===== config.mk =====
export PLATFORM = sky130hd
export DESIGN_NAME = add
export DESIGN_NICKNAME = d
export VERILOG_FILES = /design/src/rtl/add.sv
export SDC_FILE = /design/constraint.sdc
export NUM_CORES = 1
export LEC_CHECK = 0
export ABC_AREA = 1
export BUFFER_PORTS_ARGS = -buffer_cell sky130_fd_sc_hd__buf_4
export CAP_MARGIN = 5
export CORE_ASPECT_RATIO = 0.5
export CORE_MARGIN = 5
export CORE_UTILIZATION = 30
export DETAILED_ROUTE_END_ITERATION = 6
export GPL_ROUTABILITY_DRIVEN = 0
export RECOVER_POWER = 100
export SKIP_CTS_REPAIR_TIMING = 1
export SYNTH_ARGS = -nofsm -noshare
export SYNTH_HDL_FRONTEND = slang
export SYNTH_SLANG_ARGS = --single-unit

===== constraint.sdc =====
create_clock -name iclk -period 2.7 [get_ports iclk]
set_input_delay 0.405 -clock iclk [delete_from_list [all_inputs] [get_ports iclk]]
set_output_delay 0.405 -clock iclk [all_outputs]
set_load 0.02 [all_outputs]

===== src/rtl/add.sv =====
// Unsigned WIDTH-bit adder with optionally registered sum/carry/zero outputs,
// a post-reset valid flag and a saturating count of carry-out cycles.
module add #(
  parameter int WIDTH      = 1,
  parameter int REGISTERED = 1,
  parameter int CNT_W      = 16
) (
  input  logic             iclk,
  input  logic             irst,
  input  logic [WIDTH-1:0] input_a,
  input  logic [WIDTH-1:0] input_b,
  output logic [WIDTH-1:0] answer,
  output logic             carry,
  output logic             zero,
  output logic             out_valid,
  output logic [CNT_W-1:0] carry_count
);

  logic [WIDTH:0] full_sum;

  assign full_sum = {1'b0, input_a} + {1'b0, input_b};

  generate
    if (REGISTERED != 0) begin : g_reg
      always_ff @(posedge iclk or posedge irst) begin
        if (irst) begin
          answer <= '0;
          carry  <= 1'b0;
          zero   <= 1'b1;
        end else begin
          answer <= full_sum[WIDTH-1:0];
          carry  <= full_sum[WIDTH];
          zero   <= (full_sum == '0);
        end
      end
    end else begin : g_comb
      // Combinational path ignores irst entirely.
      always_comb begin
        answer = full_sum[WIDTH-1:0];
        carry  = full_sum[WIDTH];
        zero   = (full_sum == '0);
      end
    end
  endgenerate

  always_ff @(posedge iclk or posedge irst) begin
    if (irst) begin
      out_valid <= 1'b0;
    end else begin
      out_valid <= 1'b1;
    end
  end

  // Counts from the live carry, so it is the same whichever output mode is built.
  always_ff @(posedge iclk or posedge irst) begin
    if (irst) begin
      carry_count <= '0;
    end else if (full_sum[WIDTH] && (carry_count != '1)) begin
      carry_count <= carry_count + 1'b1;
    end
  end

endmodule


After elaboration in Yosys (flattened, before gate mapping)
Cells that the tools add are included.

word-level totals
  word-level logic and storage cells = 10
  register bits = 20
  bits of input ports = 4
  output and inout port bits = 20

operators by class
  add/subtract/negate cells = 2
  reductions and logical operators = 2
  equal/unequal tests = 1

operator list
  kind                                            count
  adder 16 x 1 -> 16 bit (second input constant)  1
  inequality test 16 bit (second input constant)  1
  adder 1 x 1 -> 2 bit                            1
  logical NOT 2 bit                               1
  logical AND 1 bit                               1

Depth between registers and ports, before layout
  word-level depth = 2
  depth in mapped cells = 9
  depth with buffers taken out = 9

Least setup slack after synthesis
No wires, ideal clock.

  path kind = register to register
  start = register carry_count[0]
  end = register carry_count[9]
  required time = 2582 ps
  library setup time = 118 ps
  data arrival time = 1436 ps
  cell stages (with the launch flop) = 10
  path slack = 1147 ps
  cell sequence = dfrtp_1 ha_1 nand2_2 nor2_4 nand2_4 nor2_4 nor2_2 buf_6 nand2_2 o21ai_2

on the way
  longest elaborated chain between the ends = 2
  elaborated cells between the ends (all ways) = 3
  classes of those cells = add/sub: 1; eq/ne: 1; reduce/logical: 1

ends and longest elaborated chain
  what                                                                            RTL line  RTL
  from (decl)                                                                     16        output logic [CNT_W-1:0] carry_count
  from (signal assigned)                                                          59        carry_count <= carry_count + 1'b1;
  parallel branches: the longest is 2 deep, another holds adder 16 x 1 -> 16 bit  -

Several ways; the timed one is not identified.
A chain may end at the register's enable or synchronous reset.

Worst setup path after layout
Ends and elaborated chain as after synthesis.

==> out/qor.csv <==
metric,value,unit
Layout area overhead,15.07,%
Wirelength per Cell,11.29,microns
nets,194,
Slew HR,0.4792,
row cnt,16,
Critical Path Start,carry_count[0],
Initial DRC Count,78,
worst-margin pin slew,780.3,ps
Initial Utilization,0.3099,
Critical Path Sink Type,flip-flop,
"Arr. time, crit path",2050,ps
CTS root buffer,clkbuf_8,
final setup fails,0,
first-pass GRT wire length,4.733,mm
Worst R2R Path Depth,7,
Synth Area in Compound Gates,0.04262,
largest net degree at the start of global routing,21,
mux cell area share after synthesis,0,
worst-skew pair later-pin latency,260,ps
CTS Buf Count,3,
diode count,0,
Adder-Cell Fraction of Synth Area,0.03119,
remaining antenna violation count,0,
Fillers,437,
Die Ht,54.79,microns
outcome,completed,
post-DP HPWL,2.038,mm
core outline area,0.003884,sq mm
P per Cell Area,643.2,mW/mm^2
clock period minus worst slack,1933,ps
Max Slew Vio Count,0,
initial antenna violation count,0,
XOR/XNOR Fraction of Synth Area,0.02183,
Yosys warning count,0,
kind of critical path,flip-flop to flip-flop,
vias,1049,
Worst R2R End,carry_count[9],
CTS tree,yes,
via density per instance,4.371,
num ports,24,
clock sinks,20,
CP max FO,11,
Mapped Area,0.001204,sq mm
Critical Path End,carry_count[9],
Reg-to-Reg Start,carry_count[0],
Simple-Gate Fraction of Synth Area,0.4096,
DIE WIDTH,99.58,microns
grt total ovfl,0,
Max Clk Rate,517.3,MHz
"Hold Violations, Final",0,
global-route usage over all layers,0.1111,
WL final,2.710,mm
CTS H-Tree Depth,1,
Longest Clk Path Bufs,2,
setup TNS,0,ps
data required time of the critical path,2820,ps
die area,0.005456,sq mm
Remaining DRCs,0,
Register Area,501.7,sq um
Worst R2R Setup Slack,770,ps
CP Launch Type,flip-flop,
RSZ-0062 raised after global routing,false,
IO Port Bufs,23,
Placed Area,0.001433,sq mm
layout cell share with drive strength beyond 1,0.1022,
Initial DRT Pass Iterations,4,
Synth cell types,21,
synthesis-stage register bit count,20,
max cap viols,0,
biggest area consumer among synthesized cells,dfrtp_1,
Synth top area share,0.3950,
main combinational cell family by area after synthesis,simple AND/OR/NAND/NOR gates,
sequential-to-total area share from yosys stat,0.4168,
Worst-path clk slew,80,ps
Setup Skew,3.780,ps
synth top area cells,"dfrtp_1 (40%), nand2_1 (18%), inv_1 (6.2%)",
synthesized instance count,160,
peak supply drop,196.8,uV
Avg Inst Size Synth,7.523,sq um
LEAKAGE,0.6530,nW
vias in the first global route,1016,
post-route clock period utilization,0.7160,
Multi-input gate area,568.0,sq um
Worst Hold Class,input port to asynchronous set/reset pin,
final instance area,0.001385,sq mm
"Net Count, Synth",167,
==> Yosys cell counts <==
master / number
nand2_2: 5
xnor2_1: 3
buf_6: 1
nand4_1: 5
o21ai_0: 3
dfstp_2: 1
o21ai_2: 3
nor2_4: 3
nand3b_1: 3
ha_1: 3
dfrtp_1: 19
nor2_2: 6
nand2_4: 2
inv_2: 1
nand3_2: 1
nand2_1: 58
inv_1: 20
conb_1: 1
nand3_1: 9
o21ai_1: 2
nor2_1: 11
==> sequential cells by signal, summed over array words and instances, names as in the netlist <==
name	count
carry	1
zero	1
carry_count	16
out_valid	1
answer	1
==> metal layers <==
layer | up-vias | share of wire | global-route usage
li1 | 545 | - | -
met1 | 485 | 0.49 | 0.1483
met2 | 17 | 0.44 | 0.1800
met3 | 2 | 0.060 | 0.03181
met4 | 0 | 0.0085 | 0.02721
met5 | - | 0 | 0
==> layout by cell type (no fill, tap or decap), types with 4 or more instances in the layout <==
cell | netlist | routed
nand2_2 | 5 | 4
dfrtp_1 | 19 | 19
nand3_1 | 9 | 9
clkbuf_1 | 0 | 20
nand4_1 | 5 | 5
nor2_1 | 11 | 16
o21ai_0 | 3 | 7
inv_1 | 20 | 20
nand2_1 | 58 | 60
==> worst min path at each step <==
stage | end | slack (ps) | cells after the start
2_1_floorplan | answer | 370 | 1
3_3_place_gp | carry_count[8] | 510 | 1
3_5_place_dp | carry_count[8] | 530 | 1
4_1_cts | out_valid | 320 | 2
5_1_grt | out_valid | 380 | 2
6_report | out_valid | 280 | 2
==> worst max-delay path, stage by stage (launching register included) <==
cell     delay, ps
dfrtp_1        460
ha_1           280
nand2_2         80
nor2_1          90
nand2_4         90
nor2_1          60
nor2_1         570
o21ai_0        160
==> stage by stage <==
step / hold slack, ps / power, mW / util / cells / setup WS, ps
after floorplan: 368.1 / 0.5422 / - / 160 / 1147
after global placement: 513.5 / 0.6332 / 0.3689 / 236 / 1026
after detailed placement: 526.5 / 0.6385 / 0.3689 / 236 / 986.8
after CTS: 319.5 / 0.9480 / 0.3872 / 240 / 972.2
after global routing: 376.2 / 0.9422 / 0.3566 / 240 / 533.2
final: 283.4 / 0.8909 / 0.3566 / 240 / 766.8
==> power by group <==
group	leakage, nW	total, mW	internal (mW)	switching (mW)
combinational	0.362	0.185	0.0604	0.125
clock	0.0357	0.308	0.198	0.110
sequential	0.256	0.398	0.338	0.0601
total	0.653	0.891	0.596	0.295
==> final cells by class <==
class,instances,area share
sequential,20,0.3622
clock buffer,3,0.02981
multi-input combinational,118,0.4101
tap,54,0.04878
inverter,21,0.05691
timing repair buffer,23,0.07046
clock inverter,1,0.02168
==> cell families (layout without fill, tap and decap cells) <==
group           Yosys count  in the layout
compound gates            8              8
xor+xnor                  3              3
simple gates            103            103
fa+ha+maj                 3              3
buf+inv                  22             48
flops                    20             20
other cells               1              1
No activity file was read; power rests on OpenSTA's default activity.
